===== src/rtl/pong_pkg.sv =====
// Shared constants for the pong display path: VGA timing, sprite geometry
// and the winner encoding, plus the clamped subtract used by the hit tests.
package pong_pkg;

    localparam int H_ACTIVE_DFLT = 640;
    localparam int HSYNC_FIRST   = 656;
    localparam int HSYNC_LAST    = 751;
    localparam int LINE_PERIOD   = 800;

    localparam int V_ACTIVE_DFLT = 480;
    localparam int VSYNC_FIRST   = 490;
    localparam int VSYNC_LAST    = 491;
    localparam int FRAME_PERIOD  = 525;

    localparam int P1_X_DFLT       = 80;
    localparam int P2_X_DFLT       = 560;
    localparam int PAD_HALF_W_DFLT = 25;
    localparam int PAD_HALF_H_DFLT = 33;
    localparam int BALL_W_DFLT     = 12;
    localparam int BALL_H_DFLT     = 17;
    localparam int BALL_XINIT_DFLT = 320;
    localparam int BALL_YINIT_DFLT = 240;
    localparam int PAD_YINIT_DFLT  = 240;

    // Hit arithmetic width: wide enough that ball_x + BALL_W never wraps.
    localparam int HIT_W = 11;

    typedef enum logic [2:0] {
        WIN_NONE = 3'd0,
        WIN_P1   = 3'd1,
        WIN_P2   = 3'd2
    } winner_e;

    function automatic logic [HIT_W-1:0] clamp_sub(input logic [HIT_W-1:0] a,
                                                   input logic [HIT_W-1:0] b);
        return (a >= b) ? (a - b) : '0;
    endfunction

endpackage


===== src/rtl/game_frame_sync_box_hit.sv =====
// Combinational inclusive box test. The box spans ref-BELOW..ref+ABOVE on
// each axis, with lower bounds clamped at zero instead of wrapping.
module box_hit
    import pong_pkg::*;
#(
    parameter int X_BELOW = 0,
    parameter int X_ABOVE = 0,
    parameter int Y_BELOW = 0,
    parameter int Y_ABOVE = 0
) (
    input  logic [HIT_W-1:0] px,
    input  logic [HIT_W-1:0] py,
    input  logic [HIT_W-1:0] x_ref,
    input  logic [HIT_W-1:0] y_ref,
    output logic             hit
);

    localparam logic [HIT_W-1:0] XB = HIT_W'(X_BELOW);
    localparam logic [HIT_W-1:0] XA = HIT_W'(X_ABOVE);
    localparam logic [HIT_W-1:0] YB = HIT_W'(Y_BELOW);
    localparam logic [HIT_W-1:0] YA = HIT_W'(Y_ABOVE);

    logic [HIT_W-1:0] x_lo;
    logic [HIT_W-1:0] x_hi;
    logic [HIT_W-1:0] y_lo;
    logic [HIT_W-1:0] y_hi;

    always_comb begin
        x_lo = clamp_sub(x_ref, XB);
        x_hi = x_ref + XA;
        y_lo = clamp_sub(y_ref, YB);
        y_hi = y_ref + YA;
        hit  = (px >= x_lo) && (px <= x_hi) && (py >= y_lo) && (py <= y_hi);
    end

endmodule


===== src/rtl/game_frame_sync.sv =====
// VGA raster timing, screenEnd frame event and per-frame snapshot of the
// regfile state, with registered sprite-hit flags aligned to x/y.
module game_frame_sync
    import pong_pkg::*;
#(
    parameter int H_ACTIVE   = H_ACTIVE_DFLT,
    parameter int H_FP       = HSYNC_FIRST - H_ACTIVE_DFLT,
    parameter int H_SYNC     = HSYNC_LAST - HSYNC_FIRST + 1,
    parameter int H_BP       = LINE_PERIOD - 1 - HSYNC_LAST,
    parameter int V_ACTIVE   = V_ACTIVE_DFLT,
    parameter int V_FP       = VSYNC_FIRST - V_ACTIVE_DFLT,
    parameter int V_SYNC     = VSYNC_LAST - VSYNC_FIRST + 1,
    parameter int V_BP       = FRAME_PERIOD - 1 - VSYNC_LAST,
    parameter int P1_X       = P1_X_DFLT,
    parameter int P2_X       = P2_X_DFLT,
    parameter int PAD_HALF_W = PAD_HALF_W_DFLT,
    parameter int PAD_HALF_H = PAD_HALF_H_DFLT,
    parameter int BALL_W     = BALL_W_DFLT,
    parameter int BALL_H     = BALL_H_DFLT,
    parameter int BALL_XINIT = BALL_XINIT_DFLT,
    parameter int BALL_YINIT = BALL_YINIT_DFLT,
    parameter int PAD_YINIT  = PAD_YINIT_DFLT
) (
    input  logic       clock,
    input  logic       reset,
    input  logic       pix_en,
    input  logic [9:0] ball_x,
    input  logic [8:0] ball_y,
    input  logic [8:0] p1_yRef,
    input  logic [8:0] p2_yRef,
    input  logic [2:0] winner,
    output logic       hsync,
    output logic       vsync,
    output logic       video_on,
    output logic [9:0] x,
    output logic [8:0] y,
    output logic       screenEnd,
    output logic       screenEnd_pulse,
    output logic       in_ball,
    output logic       in_p1,
    output logic       in_p2,
    output logic [9:0] ball_x_q,
    output logic [8:0] ball_y_q,
    output logic [8:0] p1_y_q,
    output logic [8:0] p2_y_q,
    output logic [2:0] winner_q
);

    localparam int H_TOTAL = H_ACTIVE + H_FP + H_SYNC + H_BP;
    localparam int V_TOTAL = V_ACTIVE + V_FP + V_SYNC + V_BP;

    localparam logic [9:0] H_LAST   = 10'(H_TOTAL - 1);
    localparam logic [9:0] V_LAST   = 10'(V_TOTAL - 1);
    localparam logic [9:0] H_ACT    = 10'(H_ACTIVE);
    localparam logic [9:0] V_ACT    = 10'(V_ACTIVE);
    localparam logic [9:0] V_ACT_M1 = 10'(V_ACTIVE - 1);
    localparam logic [9:0] HS_FIRST = 10'(H_ACTIVE + H_FP);
    localparam logic [9:0] HS_LAST  = 10'(H_ACTIVE + H_FP + H_SYNC - 1);
    localparam logic [9:0] VS_FIRST = 10'(V_ACTIVE + V_FP);
    localparam logic [9:0] VS_LAST  = 10'(V_ACTIVE + V_FP + V_SYNC - 1);

    localparam logic [HIT_W-1:0] P1_XREF = HIT_W'(P1_X);
    localparam logic [HIT_W-1:0] P2_XREF = HIT_W'(P2_X);

    logic [9:0] h_cnt_q, h_cnt_d;
    logic [9:0] v_cnt_q, v_cnt_d;
    logic       frame_wrap;

    logic [9:0] ball_x_d;
    logic [8:0] ball_y_d;
    logic [8:0] p1_y_d;
    logic [8:0] p2_y_d;
    logic [2:0] winner_d;

    logic       hsync_q, hsync_d;
    logic       vsync_q, vsync_d;
    logic       video_on_q, video_on_d;
    logic [9:0] x_q, x_d;
    logic [8:0] y_q, y_d;
    logic       screen_end_q, screen_end_d;
    logic       screen_end_pulse_q, screen_end_pulse_d;
    logic       in_ball_q, in_ball_d;
    logic       in_p1_q, in_p1_d;
    logic       in_p2_q, in_p2_d;

    logic [HIT_W-1:0] px;
    logic [HIT_W-1:0] py;
    logic             ball_hit;
    logic             p1_hit;
    logic             p2_hit;

    // frame_wrap marks the pix_en edge that moves the raster into the
    // vertical blank; the snapshot loads on exactly that edge.
    always_comb begin
        h_cnt_d    = h_cnt_q;
        v_cnt_d    = v_cnt_q;
        frame_wrap = 1'b0;
        if (pix_en) begin
            if (h_cnt_q == H_LAST) begin
                h_cnt_d    = '0;
                v_cnt_d    = (v_cnt_q == V_LAST) ? '0 : v_cnt_q + 10'd1;
                frame_wrap = (v_cnt_q == V_ACT_M1);
            end else begin
                h_cnt_d = h_cnt_q + 10'd1;
            end
        end
    end

    always_comb begin
        ball_x_d = ball_x_q;
        ball_y_d = ball_y_q;
        p1_y_d   = p1_y_q;
        p2_y_d   = p2_y_q;
        winner_d = winner_q;
        if (frame_wrap) begin
            ball_x_d = ball_x;
            ball_y_d = ball_y;
            p1_y_d   = p1_yRef;
            p2_y_d   = p2_yRef;
            winner_d = winner;
        end
    end

    assign px = {1'b0, h_cnt_q};
    assign py = {1'b0, v_cnt_q};

    box_hit #(
        .X_BELOW(0),
        .X_ABOVE(BALL_W - 1),
        .Y_BELOW(0),
        .Y_ABOVE(BALL_H - 1)
    ) u_ball_hit (
        .px   (px),
        .py   (py),
        .x_ref({1'b0, ball_x_q}),
        .y_ref({2'b00, ball_y_q}),
        .hit  (ball_hit)
    );

    box_hit #(
        .X_BELOW(PAD_HALF_W),
        .X_ABOVE(PAD_HALF_W),
        .Y_BELOW(PAD_HALF_H),
        .Y_ABOVE(PAD_HALF_H)
    ) u_p1_hit (
        .px   (px),
        .py   (py),
        .x_ref(P1_XREF),
        .y_ref({2'b00, p1_y_q}),
        .hit  (p1_hit)
    );

    box_hit #(
        .X_BELOW(PAD_HALF_W),
        .X_ABOVE(PAD_HALF_W),
        .Y_BELOW(PAD_HALF_H),
        .Y_ABOVE(PAD_HALF_H)
    ) u_p2_hit (
        .px   (px),
        .py   (py),
        .x_ref(P2_XREF),
        .y_ref({2'b00, p2_y_q}),
        .hit  (p2_hit)
    );

    // The output stage re-registers the counter decode every clock; because
    // the counters hold while pix_en is low, so do these, except the pulse.
    always_comb begin
        video_on_d         = (h_cnt_q < H_ACT) && (v_cnt_q < V_ACT);
        hsync_d            = !((h_cnt_q >= HS_FIRST) && (h_cnt_q <= HS_LAST));
        vsync_d            = !((v_cnt_q >= VS_FIRST) && (v_cnt_q <= VS_LAST));
        x_d                = h_cnt_q;
        y_d                = v_cnt_q[8:0];
        screen_end_d       = (v_cnt_q >= V_ACT);
        screen_end_pulse_d = screen_end_d && !screen_end_q;
        in_ball_d          = video_on_d && ball_hit && (winner_q == WIN_NONE);
        in_p1_d            = video_on_d && p1_hit;
        in_p2_d            = video_on_d && p2_hit;
    end

    always_ff @(posedge clock or posedge reset) begin
        if (reset) begin
            h_cnt_q            <= '0;
            v_cnt_q            <= '0;
            ball_x_q           <= 10'(BALL_XINIT);
            ball_y_q           <= 9'(BALL_YINIT);
            p1_y_q             <= 9'(PAD_YINIT);
            p2_y_q             <= 9'(PAD_YINIT);
            winner_q           <= WIN_NONE;
            hsync_q            <= 1'b1;
            vsync_q            <= 1'b1;
            video_on_q         <= 1'b0;
            x_q                <= '0;
            y_q                <= '0;
            screen_end_q       <= 1'b0;
            screen_end_pulse_q <= 1'b0;
            in_ball_q          <= 1'b0;
            in_p1_q            <= 1'b0;
            in_p2_q            <= 1'b0;
        end else begin
            h_cnt_q            <= h_cnt_d;
            v_cnt_q            <= v_cnt_d;
            ball_x_q           <= ball_x_d;
            ball_y_q           <= ball_y_d;
            p1_y_q             <= p1_y_d;
            p2_y_q             <= p2_y_d;
            winner_q           <= winner_d;
            hsync_q            <= hsync_d;
            vsync_q            <= vsync_d;
            video_on_q         <= video_on_d;
            x_q                <= x_d;
            y_q                <= y_d;
            screen_end_q       <= screen_end_d;
            screen_end_pulse_q <= screen_end_pulse_d;
            in_ball_q          <= in_ball_d;
            in_p1_q            <= in_p1_d;
            in_p2_q            <= in_p2_d;
        end
    end

    assign hsync           = hsync_q;
    assign vsync           = vsync_q;
    assign video_on        = video_on_q;
    assign x               = x_q;
    assign y               = y_q;
    assign screenEnd       = screen_end_q;
    assign screenEnd_pulse = screen_end_pulse_q;
    assign in_ball         = in_ball_q;
    assign in_p1           = in_p1_q;
    assign in_p2           = in_p2_q;

endmodule


===== config.mk =====
export PLATFORM = sky130hd
export DESIGN_NAME = game_frame_sync
export DESIGN_NICKNAME = d
export VERILOG_FILES = /design/src/rtl/pong_pkg.sv /design/src/rtl/game_frame_sync_box_hit.sv /design/src/rtl/game_frame_sync.sv
export SDC_FILE = /design/constraint.sdc
export NUM_CORES = 1
export LEC_CHECK = 0
export ABC_AREA = 0
export BUFFER_PORTS_ARGS = -buffer_cell sky130_fd_sc_hd__buf_2
export CAP_MARGIN = 15
export CORE_ASPECT_RATIO = 0.6
export CORE_UTILIZATION = 40
export DETAILED_ROUTE_END_ITERATION = 10
export HOLD_SLACK_MARGIN = 0.15
export SLEW_MARGIN = 10
export SYNTH_ARGS = -nofsm -noshare
export SYNTH_HDL_FRONTEND = slang
export SYNTH_SLANG_ARGS = --single-unit

===== constraint.sdc =====
create_clock -name clock -period 3.15 [get_ports clock]
set_clock_uncertainty 0.15 [all_clocks]
set_input_delay 0.315 -clock clock [delete_from_list [all_inputs] [get_ports clock]]
set_output_delay 0.315 -clock clock [all_outputs]
set_load 0.02 [all_outputs]

* After elaboration in Yosys (flattened, before gate mapping)
Index checks and enable logic that the tools add are counted. W data, S select, Z words.
Word-level totals: register bits 87, word-level logic and storage cells 81, output and inout bits 67, bits of input ports 43
Operators by class: muxes and demuxes 8, reduce and logical (&&, ||, !) cells 22, magnitude comparators 23, eq/ne operators 3, $add $sub $neg 8
Operator list (number):
- $ge A10 B11 Y1 | 4
- $le A10 B11 Y1 | 4
- $mux W10 | 3
- $mux W11 | 2
- $add A10 B1 Y10 const B | 2
- $add A9 B6 Y10 const B | 2
- $eq A10 B10 Y1 const B | 2
- $ge A10 B10 Y1 const B | 2
- $ge A10 B9 Y1 const B | 2
- $le A10 B10 Y1 const B | 2
- $sub A9 B6 Y10 const B | 2
- $ge A9 B6 Y1 const B | 2
- $logic_and A1 B1 Y1 | 17
- $add A10 B4 Y11 const B | 1
- $add A9 B5 Y10 const B | 1
- $eq A10 B9 Y1 const B | 1
- $ge A10 B1 Y1 const B | 1
- $ge A10 B6 Y1 const B | 1
- $le A10 B7 Y1 const B | 1
- $le A10 B9 Y1 const B | 1
- $lt A10 B10 Y1 const B | 1
- $lt A10 B9 Y1 const B | 1
- $ge A9 B1 Y1 const B | 1
- $mux W9 | 1
- other kinds (4) | 7

* Depth between registers and ports, before layout
Gate-level depths: netlist of run 1.
depth after elaboration 8, gate-level depth with buffers 12, mapped depth without buffers 12

* Cells and area by module
Synthesis of run 1 repeated with hierarchy kept, for this count alone.
Unflattened totals: cells, all modules 880, area total of the unflattened synthesis 8111.5 sq um
By module, submodules not included:
- game_frame_sync | sequential area each 2197.1 sq um, area each 3367.0 sq um, cells each 240, times used 1
- box_hit at u_p2_hit | sequential area each 0.0 sq um, area each 1778.0 sq um, cells each 241, times used 1
- box_hit at u_p1_hit | sequential area each 0.0 sq um, area each 1770.4 sq um, cells each 244, times used 1
- box_hit at u_ball_hit | sequential area each 0.0 sq um, area each 1196.1 sq um, cells each 155, times used 1

* Least setup slack after synthesis of run 1
Ideal clock, no wire load.
kind reg2reg, from register p2_y_q[0], to register in_p2_q, in the netlist in_p2, arrival 2.739 ns, path buffers 0, cell stages (with the launch flop) 13, period minus slack after synthesis 3.024 ns, library setup time 0.135 ns, data required time 2.865 ns, setup slack 0.126 ns, path through dfrtp_1 inv_1 ha_1 or4b_4 o21ai_0 nand2_1 nand2_1 ha_1 o21a_1 o221ai_1 a21oi_1 o31ai_1 a211oi_2
Between the ends: longest elaborated chain between the ends 6, elaborated cells between the ends (all ways) 9, classes of those cells add/sub (2); order compare (3); mux (1); reduce/logical (3)
RTL lines:
- from (decl) | RTL line game_frame_sync.sv:45 | output logic [8:0] p2_y_q,
- from (signal assigned) | RTL line game_frame_sync.sv:188 | p2_y_q <= 9'(PAD_YINIT);
- from (signal assigned) | RTL line game_frame_sync.sv:206 | p2_y_q <= p2_y_d;
- $sub A9 B6 Y10 / $ge A9 B6 Y1 (equally long branches) | RTL line pong_pkg.sv:36 | return (a >= b) ? (a - b) : '0;
- $mux W11 | RTL line pong_pkg.sv:36
- $ge A10 B11 Y1 | RTL line game_frame_sync_box_hit.sv:33 | hit = (px >= x_lo) && (px <= x_hi) && (py >= y_lo) && (py <= y_hi);
- $logic_and A1 B1 Y1 | RTL line game_frame_sync_box_hit.sv:33
- $logic_and A1 B1 Y1 (*) | RTL line game_frame_sync_box_hit.sv:33
- $logic_and A1 B1 Y1 (*) | RTL line game_frame_sync.sv:178 | in_p2_d = video_on_d && p2_hit;
- net in_p2_d | RTL line game_frame_sync.sv:84 | logic in_p2_q, in_p2_d;
- to (signal assigned) | RTL line game_frame_sync.sv:217 | in_p2_q <= in_p2_d;
- to (decl) | RTL line game_frame_sync.sv:84
Mark *: on every way through the listed nets, which the timed path passes. The rest lies on a longest branch. A chain may end at the register's enable or synchronous reset.

* Worst setup path after layout of run 1
Ends and elaborated chain as after synthesis.

==> results.md, run 1 <==
* Count of yosys warnings during synthesis at 0
* Maxcap violations at 0
* DRT antenna net count at 0
* Setup repair after global routing missed its margin: yes
* Worst Setup End Kind: flip-flop
* Commonest non-fill, non-tap cells in the layout: 109 x sky130_fd_sc_hd__buf_2, 90 x sky130_fd_sc_hd__ha_1, 69 x sky130_fd_sc_hd__dfrtp_1
* Via Count at 5258
* Violation count after the first detailed-route iteration at 325
* Clock tree buffer depth at 2
* H-tree depth reported by CTS at 3
* Slew HR at 0.482
* Pin count of the biggest net entering global routing at 88
* Main synth FF type: sky130_fd_sc_hd__dfrtp_1
* Placed instance count at 925
* Max-slew violation total from the final report at 0
* Post-layout instance count excluding filler cells at 987
* Die extent in x at 164 um
* Die outline area at 16200 um2
* Die outline height at 99.0 um
* Max Fanout on Critical Path at 5
* Initial antenna violation count at 0
* Proportion of synthesized flip-flops having asynchronous set or reset at 1.00
* Number of input and output port buffers inserted at 109
* Hold-critical path depth at 1
* Min Clock Period, post-route at 3.05 ns
* Drt wl/cell at 16.5 um
* Sequential share of the synthesized area at 0.350
* Number of global-route vias before repair at 5074
* Wire length of the first global-routing pass at 26.0 mm
* Req. time, crit path at 3.21 ns
* Syn_nets at 745
* Fraction of final layout cells with drive strength greater than 1 at 0.290
* Final GP Congestion at 0.904
* Core box area at 15300 um2
* Worst R2R Path Depth at 12
* Post-layout utilization of the core at 0.517
* Number of diodes added for antenna fixing at 0
* Clk_lat worst skew at 0.34 ns
* EDFF count, synth at 0
* Setup-failing EPs final at 0
* Final layout net count at 913
* TritonCTS buffer count at 9
* Global Route Usage Sum at 0.206
* Most common cell after layout, fill and taps aside: sky130_fd_sc_hd__buf_2
* Number of different library cells in the post-synthesis netlist at 60
* Leftover overflow at the end of global routing at 0
* Final-layout worst hold slack at 0.335 ns
* Post-CTS clock slew at the launch and capture registers of the worst setup and hold paths at 0.07 ns
* Sum of negative setup slack at 0 ns
* Maximum VDD drop at 0.000238 V
* Count of boundary I/O pins at 110
* Transition at the pin with the smallest max-transition slack at 0.770 ns
* Start-to-end type of the worst setup path: flip-flop to flip-flop
* Main area contributors after synthesis: sky130_fd_sc_hd__dfrtp_1 28%, sky130_fd_sc_hd__ha_1 18%, sky130_fd_sc_hd__mux2_4 9.6%
* Crit path launch type: flip-flop
* Signed area change from the synthesized netlist to the final layout at 26.3%
* Final Cycle Share at 0.968
* Endpoints failing hold at 0
* Mean area per synthesized cell at 10.3 um2
* Achievable Freq at 0.328 GHz
* Power per cell area at 400 nW/um2
* Final WL at 16.3 mm
* Type of the worst min-delay path: flip-flop to flip-flop
* Root buf cell: sky130_fd_sc_hd__clkbuf_16
* Share of the synthesized area in the top cell type at 0.283
* Remaining routing DRC violations at 0
* WP data arrival at 3.11 ns
* Clock tree from TritonCTS: built
* Total half-perimeter wirelength after legalization and detailed placement at 12.2 mm
* Yosys reg bits at 87
* Post-Synthesis Cells at 611
* Count of TritonRoute iterations in the first routing pass at 7
* Starting density of the core at 0.409
* Post-synthesis cell area at 6270 um2
* Outcome: finished clean
* Site row count at 35
* Number of sinks on the clock net at 87
* Via-per-instance ratio at 5.33
* P_leak at 3.85 nW
* Cell type with the largest total area after synthesis: sky130_fd_sc_hd__dfrtp_1
==> power by group <==
part	total [W]	switching (W)	internal (W)	leakage (nW)
Clock	0.00105	0.000498	0.000553	0.141
Sequential	0.00132	0.000108	0.00122	1.09
Combinational	0.000794	0.000446	0.000348	2.62
==> metrics by stage <==
| step | total power, W | area, um2 | setup WS (ns) |
|---|---|---|---|
| 5_1_grt | 0.00335 | 7930 | -0.0312 |
| 3_3_place_gp | 0.00206 | 7160 | 0.151 |
| 4_1_cts | 0.00319 | 7890 | 0.00444 |
| 2_1_floorplan | 0.00183 | 6270 | 0.126 |
| 6_report | 0.00317 | 7930 | 0.101 |
| 3_5_place_dp | 0.00209 | 7160 | 0.0558 |
==> Yosys cell counts, drive strengths merged, types with 6 or more instances <==
master and number:
ha 91, dfrtp 71, nand2 50, mux2 40, inv 36, nor2 34, o21ai 26, xnor2 25
a21oi 22, nand3 22, xor2 20, dfstp 16, nand4 16, nor3 16, clkbuf 15, a21o 9
o21a 9, a211oi 6, and3 6, buf 6
==> layer usage <==
layer  track usage  part of all wire
met3        0.0408             0.055
met4        0.0506             0.013
met2         0.310              0.44
met5             0                 0
met1         0.302              0.50
==> critical path, cell delays in order (launching register included) <==
cell,delay [ns]
sky130_fd_sc_hd__dfrtp_1,0.43
sky130_fd_sc_hd__inv_2,0.10
sky130_fd_sc_hd__ha_2,0.20
sky130_fd_sc_hd__or4b_4,0.50
sky130_fd_sc_hd__nand2_1,0.09
sky130_fd_sc_hd__o21ai_1,0.07
sky130_fd_sc_hd__a22oi_1,0.19
sky130_fd_sc_hd__ha_1,0.29
sky130_fd_sc_hd__a211o_1,0.29
sky130_fd_sc_hd__o221ai_1,0.17
sky130_fd_sc_hd__a21oi_1,0.07
sky130_fd_sc_hd__o31ai_2,0.25
sky130_fd_sc_hd__a211oi_2,0.12
==> cell families (layout without fill, tap and decap cells) <==
kind of cell | count (synthesis) | count (layout) | synth area share
AND/OR/NAND/NOR | 178 | 178 | 0.148
flip-flops | 87 | 87 | 0.350
AO/OA/AOI/OAI | 112 | 112 | 0.121
XOR/XNOR | 45 | 45 | 0.0628
adder cells (fa/ha/maj) | 91 | 91 | 0.181
buffers and inverters | 57 | 230 | 0.0395
multiplexers | 41 | 41 | 0.0973
==> area by class of cell <==
class / count / area [um2]
repair buffers: 178 / 1190
clock buffers: 9 / 225
inverters: 36 / 136
multi-input cells: 467 / 3860
flip-flops and latches: 87 / 2200
clock inverters: 7 / 61.3
fillers: 1400 / 7400
well taps: 203 / 254
==> flip-flops by register name, summed over array words and instances (netlist names) <==
signal and count:
ball_x_q 10, ball_y_q 9, h_cnt_q 10, hsync 1, in_ball 1, in_p1 1, in_p2 1, p1_y_q 9
p2_y_q 9, screenEnd 1, screenEnd_pulse 1, v_cnt_q 10, video_on 1, vsync 1, winner_q 3, x 10
y 9
==> what timing repair did <==
item                                   in CTS  in global routing
hold buffers                               42                  0
endpoints found under the hold margin     113                  0
pin swaps                                   2                  7
setup endpoints to repair                   1                  3
gates cloned                                0                  0
gates resized for setup                     4                 10
buffers inserted                            2                  2
==> path summary, 6_finish.rpt <==
path | from | end | slack (ns)
max reg2reg | p2_y_q[0] | in_p2 | 0.10
min in group asynchronous | reset | y[0] | 0.46
max | p2_y_q[0] | in_p2 | 0.10
max in group asynchronous | reset | ball_x_q[6] | 1.97
min | screenEnd | screenEnd_pulse | 0.33
min reg2reg | screenEnd | screenEnd_pulse | 0.33
Power figures use the tool's default switching activity.
==> run 2: changes to the inputs <==
--- a/config.mk
+++ b/config.mk
@@ -5,7 +5,7 @@
 export SDC_FILE = /design/constraint.sdc
 export NUM_CORES = 1
 export LEC_CHECK = 0
-export ABC_AREA = 0
+export ABC_AREA = 1
 export BUFFER_PORTS_ARGS = -buffer_cell sky130_fd_sc_hd__buf_2
 export CAP_MARGIN = 15
 export CORE_ASPECT_RATIO = 0.6
==> constraint.sdc (replaced) <==
create_clock -name clock -period 3.3 [get_ports clock]
set_clock_uncertainty 0.15 [all_clocks]
set_input_delay 0.33 -clock clock [delete_from_list [all_inputs] [get_ports clock]]
set_output_delay 0.33 -clock clock [all_outputs]
set_load 0.02 [all_outputs]
==> run 2 against run 1 <==
  * The flow now finishes with violations (DRC)
  * Die area up 3.5%
  * First-iteration DRC count grew 60%
  * Non-clock buffer count decreased by 19
  * Routed wire length increased by 11%
  * Setup slack gained 0.36 ns
==> results.md, run 2 <==
* Max Fanout on Critical Path at 8
* Slowest Stage Delay on Critical Path at 0.46 ns
* Number of global-route vias before repair at 5521
* Sequential share of the synthesized area at 0.338
* Clk_lat worst skew at 0.35 ns
* Reg2Reg Setup Slack at 0.46 ns
* Die outline height at 101 um
* Setup-failing EPs final at 0
* P_leak at 3.97 nW
* Achievable Freq at 0.352 GHz
* Transition at the pin with the smallest max-transition slack at 0.883 ns
* Wire length of the first global-routing pass at 29.8 mm
* Share of cell area taken by muxes after synthesis at 0
* Worst R2R Path Depth at 15
* Via Count at 6002
* Post-synthesis cell area at 6500 um2
* Maxcap violations at 0
* Cell type with the largest total area after synthesis: sky130_fd_sc_hd__dfrtp_1
* Main area contributors after synthesis: sky130_fd_sc_hd__dfrtp_1 27%, sky130_fd_sc_hd__ha_1 18%, sky130_fd_sc_hd__nand2_1 12%
* Fraction of final layout cells with drive strength greater than 1 at 0.162
* Power per cell area at 388 nW/um2
* Number of input and output port buffers inserted at 109
* Core box area at 15600 um2
* Kind of cell adding the most delay to the critical path: simple AND/OR/NAND/NOR gates
* Leftover overflow at the end of global routing at 0
* Number of sinks on the clock net at 87
* Count of TritonRoute iterations in the first routing pass at 8
* Max-slew violation total from the final report at 0
* DRT antenna net count at 0
* Final GP Congestion at 0.902
* Share of the synthesized area in the top cell type at 0.273
* Type of the worst min-delay path: input pin to flip-flop
* Violation count after the first detailed-route iteration at 519
* Via-per-instance ratio at 4.98
* Crit path capture: in_p1
* Total half-perimeter wirelength after legalization and detailed placement at 13.5 mm
* Remaining routing DRC violations at 6
* Leading cell types by count after synthesis: 204 x sky130_fd_sc_hd__nand2_1, 99 x sky130_fd_sc_hd__inv_1, 94 x sky130_fd_sc_hd__nand3_1, 91 x sky130_fd_sc_hd__ha_1, 71 x sky130_fd_sc_hd__dfrtp_1
* Number of buffers added for setup after CTS at 0
* RR Endpoint: in_p1
* Count of yosys warnings during synthesis at 0
* Clock tree buffer depth at 2
* EDFF count, synth at 0
* TritonCTS buffer count at 9
* Maximum VDD drop at 0.000228 V
* Final Cycle Share at 0.861
* Min Clock Period, post-route at 2.84 ns
* Drt wl/cell at 15.0 um
* Post-CTS clock slew at the launch and capture registers of the worst setup and hold paths at 0.07 ns
* Number of resized instances in the post-cts repair step at 0
* Logic depth of the worst path, buffers included at 15
* Commonest non-fill, non-tap cells in the layout: 204 x sky130_fd_sc_hd__nand2_1, 109 x sky130_fd_sc_hd__buf_2, 98 x sky130_fd_sc_hd__inv_1
* Most common cell after layout, fill and taps aside: sky130_fd_sc_hd__nand2_1
* Start-to-end type of the worst setup path: flip-flop to flip-flop
* Final layout net count at 1132
* Number of buffer and inverter instances along the worst setup path at 3
* Combinational family with the most area after synthesis: simple AND/OR/NAND/NOR gates
* Slowest-stage cell, CP: sky130_fd_sc_hd__dfrtp_1
* Worst reg2reg path startpoint: p1_y_q[0]
* Count of boundary I/O pins at 110
* Root buf cell: sky130_fd_sc_hd__clkbuf_16
* Req. time, crit path at 3.39 ns
* Proportion of synthesized flip-flops having asynchronous set or reset at 1.00
* Crit path launch type: flip-flop
* Starting density of the core at 0.417
* Compound-gate portion of the synthesized area at 0.0739
* Endpoints failing hold at 0
* Pin count of the biggest net entering global routing at 51
* Timing startpoint of the critical path: p1_y_q[0]
* Share of synthesized cell area in and, or, nand and nor gates at 0.292
* Die extent in x at 167 um
* Dominant cell by count in the synthesized netlist: sky130_fd_sc_hd__nand2_1
* Clock tree from TritonCTS: built
* Worst Setup End Kind: flip-flop
* XOR/XNOR Fraction of Synth Area at 0.0418
* Post-Synthesis Cells at 845
* Ordered cell list for the critical path: inv_1 > ha_1 > nand3_1 > nand2_1 > nand2_1 > inv_1 > nor3_1 > inv_1 > ha_1 > a21oi_1 > nor2_1 > nor2_1 > nand2_1 > a31oi_1 > a21oi_1
* H-tree depth reported by CTS at 3
* CTS Hold Bufs at 41
* Yosys reg bits at 87
* Total cell area at the placement stage at 7250 um2
* Die outline area at 16800 um2
* Adder-cell share of the synthesized area at 0.175
* WP data arrival at 2.93 ns
* Sum of negative setup slack at 0 ns
* Initial antenna violation count at 0
* Site row count at 35
* Outcome: complete, but fails checks
* Final std cell area, no fill at 7960 um2
* Syn_nets at 979
* Main synth FF type: sky130_fd_sc_hd__dfrtp_1
* Global Route Usage Sum at 0.230
* Violated checks: DRC
* Signed area change from the synthesized netlist to the final layout at 22.5%
* Slew HR at 0.412
* Number of different library cells in the post-synthesis netlist at 34
* Mean area per synthesized cell at 7.69 um2
* Number of diodes added for antenna fixing at 0
* Final WL at 18.1 mm
* Setup repair after global routing missed its margin: no
-- run 2: cell types whose count changed after synthesis, moves of 7 or more --
cell,change
sky130_fd_sc_hd__nand2_1,+155
sky130_fd_sc_hd__clkbuf_1,-11
sky130_fd_sc_hd__o21a_1,-9
sky130_fd_sc_hd__nand3_1,+72
sky130_fd_sc_hd__mux2_4,-40
sky130_fd_sc_hd__nor2_1,+35
sky130_fd_sc_hd__inv_1,+63
sky130_fd_sc_hd__a21oi_1,+28
sky130_fd_sc_hd__xnor2_1,-20
sky130_fd_sc_hd__o21ai_0,+8
sky130_fd_sc_hd__a21o_1,-7
-- run 2: power by group --
part	total, W	internal (W)	switching, W
Combinational	0.000722	0.000284	0.000438
Sequential	0.00132	0.00116	0.000164
Clock	0.00104	0.000535	0.000510
-- run 2: final cells by class --
type	count	area, um2
multi-input combinational	638	3780
sequential	87	2200
inverter	103	388
timing repair buffer	159	1040
tap	203	254
clock inverter	7	73.8
fill	1529	7630
clock buffer	9	225
-- run 2: logic make-up after synthesis --
logic type / after synthesis
buffers and inverters: 120
AOI/OAI and AO/OA: 92
and+or+nand+nor: 424
adders and majority gates: 91
xor gates and xnor gates: 31
DFF: 87
-- run 2: per-stage QoR --
step / power [W] / utilization / hold slack, ns / instances / setup slack (ns)
3_5_place_dp: 0.00201 / 0.465 / 0.263 / 1149 / 0.498
4_1_cts: 0.00310 / 0.511 / 0.218 / 1206 / 0.478
3_3_place_gp: 0.00201 / 0.465 / 0.271 / 1149 / 0.600
6_report: 0.00309 / 0.511 / 0.232 / 1206 / 0.460
5_1_grt: 0.00328 / 0.511 / 0.247 / 1206 / 0.174
2_1_floorplan: 0.00178 / - / 0.269 / 845 / 0.596
-- run 2: how the worst min path moves through the flow --
stage                     cells after the start         endpoint       start
final                                         4       h_cnt_q[5]      pix_en
after global routing                          4       h_cnt_q[5]      pix_en
after CTS                                     4       h_cnt_q[5]      pix_en
after detailed placement                      1  screenEnd_pulse   screenEnd
after global placement                        1  screenEnd_pulse   screenEnd
after floorplan                               0             y[0]  v_cnt_q[0]
-- run 2: worst reg2reg max path: stages (launching register included) --
cell and delay [ns]:
sky130_fd_sc_hd__dfrtp_1 0.46, sky130_fd_sc_hd__inv_1 0.16, sky130_fd_sc_hd__ha_1 0.27, sky130_fd_sc_hd__nand3_1 0.11, sky130_fd_sc_hd__nand2_1 0.12, sky130_fd_sc_hd__nand2_1 0.23
sky130_fd_sc_hd__inv_1 0.10, sky130_fd_sc_hd__nor3_1 0.20, sky130_fd_sc_hd__inv_1 0.07, sky130_fd_sc_hd__ha_1 0.31, sky130_fd_sc_hd__a21oi_1 0.15, sky130_fd_sc_hd__nor2_1 0.05
sky130_fd_sc_hd__nor2_1 0.08, sky130_fd_sc_hd__nand2_1 0.06, sky130_fd_sc_hd__a31oi_1 0.13, sky130_fd_sc_hd__a21oi_1 0.08
-- run 2: metal layers --
metal	vias up	global-route usage	wire length (um)
met2	224	0.307	6620
li1	3107	-	-
met3	20	0.0573	1400
met4	0	0.0577	246
met5	-	0	0
met1	2651	0.359	9840
==> run 3: changes to the inputs <==
--- a/config.mk
+++ b/config.mk
@@ -6,12 +6,13 @@
 export NUM_CORES = 1
 export LEC_CHECK = 0
 export ABC_AREA = 1
-export BUFFER_PORTS_ARGS = -buffer_cell sky130_fd_sc_hd__buf_2
+export BUFFER_PORTS_ARGS = -buffer_cell sky130_fd_sc_hd__clkbuf_2
 export CAP_MARGIN = 15
 export CORE_ASPECT_RATIO = 0.6
 export CORE_UTILIZATION = 40
 export DETAILED_ROUTE_END_ITERATION = 10
 export HOLD_SLACK_MARGIN = 0.15
+export PLACE_DENSITY = 0.67
 export SLEW_MARGIN = 10
 export SYNTH_ARGS = -nofsm -noshare
 export SYNTH_HDL_FRONTEND = slang
==> run 3 against run 2 <==
  * The flow still finishes with violations (DRC)
  * Via count grew 0.75%
  * Clock power is essentially flat
  * Critical path depth is the same
  * Cell count is essentially flat
  * Non-clock buffer count grew 1
  * Clock-buffer cell count is the same
  * Critical endpoint unchanged
  * Largest power group unchanged
  * Highest routed layer unchanged
==> results.md, run 3 (synthesis results as in run 2) <==
* Violated checks: DRC
* Min Clock Period, post-route at 2.86 ns
* Crit path launch type: flip-flop
* Endpoints failing hold at 0
* Start-to-end type of the worst setup path: flip-flop to flip-flop
* Post-Place Worst Slack at 0.497 ns
* Final layout net count at 1133
* Root buf cell: sky130_fd_sc_hd__clkbuf_16
* Placed instance count at 1150
* Slowest Stage Delay on Critical Path at 0.46 ns
* Pin count of the biggest net entering global routing at 45
* Die outline height at 101 um
* Final WL at 17.2 mm
* Number of global-route vias before repair at 5589
* Final GP Congestion at 0.884
* Type of the worst min-delay path: flip-flop to flip-flop
* Req. time, crit path at 3.39 ns
* Drt wl/cell at 14.3 um
* Die extent in x at 167 um
* Count of boundary I/O pins at 110
* Final Cycle Share at 0.868
* TritonCTS buffer count at 9
* Starting density of the core at 0.417
* Signed area change from the synthesized netlist to the final layout at 22.6%
* Max Fanout on Critical Path at 8
* Setup-failing EPs final at 0
* Initial antenna violation count at 0
* Number of sinks on the clock net at 87
* Number of buffer and inverter instances along the worst setup path at 3
* DRT antenna net count at 0
* WP data arrival at 2.95 ns
* Remaining routing DRC violations at 5
* Clock tree buffer depth at 2
* Worst Setup End Kind: flip-flop
* Number of diodes added for antenna fixing at 0
* Ordered cell list for the critical path: inv_1 > ha_1 > nand3_1 > nand2_1 > nand2_1 > inv_1 > nor3_1 > inv_1 > ha_1 > a21oi_1 > nor2_1 > nor2_1 > nand2_1 > a31oi_1 > a21oi_1
* Leftover overflow at the end of global routing at 0
* Kind of cell adding the most delay to the critical path: simple AND/OR/NAND/NOR gates
* Maxcap violations at 0
* Commonest non-fill, non-tap cells in the layout: 204 x sky130_fd_sc_hd__nand2_1, 109 x sky130_fd_sc_hd__clkbuf_2, 98 x sky130_fd_sc_hd__inv_1
* Max-slew violation total from the final report at 0
* Post-CTS clock slew at the launch and capture registers of the worst setup and hold paths at 0.08 ns
* Via-per-instance ratio at 5.01
* Slowest-stage cell, CP: sky130_fd_sc_hd__dfrtp_1
* Fraction of final layout cells with drive strength greater than 1 at 0.162
* Clock tree from TritonCTS: built
* Reg2Reg Setup Slack at 0.44 ns
* Site row count at 35
* H-tree depth reported by CTS at 3
* Clk_lat worst skew at 0.35 ns
* Number of input and output port buffers inserted at 109
* Power per cell area at 386 nW/um2
* Most common cell after layout, fill and taps aside: sky130_fd_sc_hd__nand2_1
* Setup repair after global routing missed its margin: no
* Core box area at 15600 um2
* Final critical-path setup slack at 0.435 ns
* Post-layout instance count excluding filler cells at 1207
* Maximum VDD drop at 0.000231 V
* Number of resized instances in the post-cts repair step at 0
* Transition at the pin with the smallest max-transition slack at 0.782 ns
* Count of TritonRoute iterations in the first routing pass at 8
* P_leak at 3.96 nW
* Via Count at 6047
* Total half-perimeter wirelength after legalization and detailed placement at 12.8 mm
* Die outline area at 16800 um2
* Outcome: complete, but fails checks
* Violation count after the first detailed-route iteration at 543
* Sum of negative setup slack at 0 ns
* Achievable Freq at 0.349 GHz
* Number of buffers added for setup after CTS at 0
* Slew HR at 0.478
* Global Route Usage Sum at 0.216
* Wire length of the first global-routing pass at 28.8 mm
==> run 3: through the flow <==
step	hold slack, ns	power [W]	utilization	cell area, um2
2_1_floorplan	0.269	0.00178	-	6500
3_3_place_gp	0.275	0.00200	0.465	7260
3_5_place_dp	0.269	0.00201	0.465	7260
4_1_cts	0.278	0.00310	0.511	7970
5_1_grt	0.323	0.00326	0.511	7970
6_report	0.272	0.00308	0.511	7970
==> run 3: where the power goes <==
group	internal, W	total, W	leakage [nW]	switching, W
Sequential	0.00116	0.00133	1.04	0.000167
Clock	0.000535	0.00104	0.147	0.000506
Combinational	0.000281	0.000712	2.76	0.000431
Total	0.00197	0.00308	3.96	0.00110
==> run 3: worst reg2reg max path, stage by stage, from the launching register on <==
cell	delay (ns)
sky130_fd_sc_hd__dfrtp_1	0.46
sky130_fd_sc_hd__inv_1	0.15
sky130_fd_sc_hd__ha_1	0.27
sky130_fd_sc_hd__nand3_1	0.12
sky130_fd_sc_hd__nand2_1	0.11
sky130_fd_sc_hd__nand2_1	0.23
sky130_fd_sc_hd__inv_1	0.11
sky130_fd_sc_hd__nor3_1	0.21
sky130_fd_sc_hd__inv_1	0.10
sky130_fd_sc_hd__ha_1	0.31
sky130_fd_sc_hd__a21oi_1	0.14
sky130_fd_sc_hd__nor2_1	0.05
sky130_fd_sc_hd__nor2_1	0.08
sky130_fd_sc_hd__nand2_1	0.05
sky130_fd_sc_hd__a31oi_1	0.13
sky130_fd_sc_hd__a21oi_1	0.08
==> run 3: area by class of cell <==
class / instances / area, um2
multi-input combinational: 638 / 3780
clock buffer: 9 / 225
fill: 1523 / 7620
tap: 203 / 254
clock inverter: 7 / 73.8
inverter: 103 / 388
timing repair buffer: 160 / 1040
sequential: 87 / 2200
==> run 3: metal layers <==
layer / wire (um) / track usage / vias up
met3: 1160 / 0.0408 / 21
met4: 162 / 0.0377 / 0
li1: - / - / 3121
met2: 6730 / 0.304 / 219
met5: 0 / 0 / -
met1: 9150 / 0.340 / 2686
==> run 3: final timing paths <==
kind / startpoint / cells past startpoint / endpoint
max: p1_y_q[0] / 15 / in_p1
min: screenEnd / 1 / screenEnd_pulse
max reg2reg: p1_y_q[0] / 15 / in_p1
min reg2reg: screenEnd / 1 / screenEnd_pulse
max in group asynchronous: reset / 4 / p1_y_q[5]
min in group asynchronous: reset / 3 / x[6]
==> run 3: repair_timing <==
action	CTS	global route
hold buffers	41	0
endpoints found under the hold margin	78	0
setup endpoints to repair	0	0
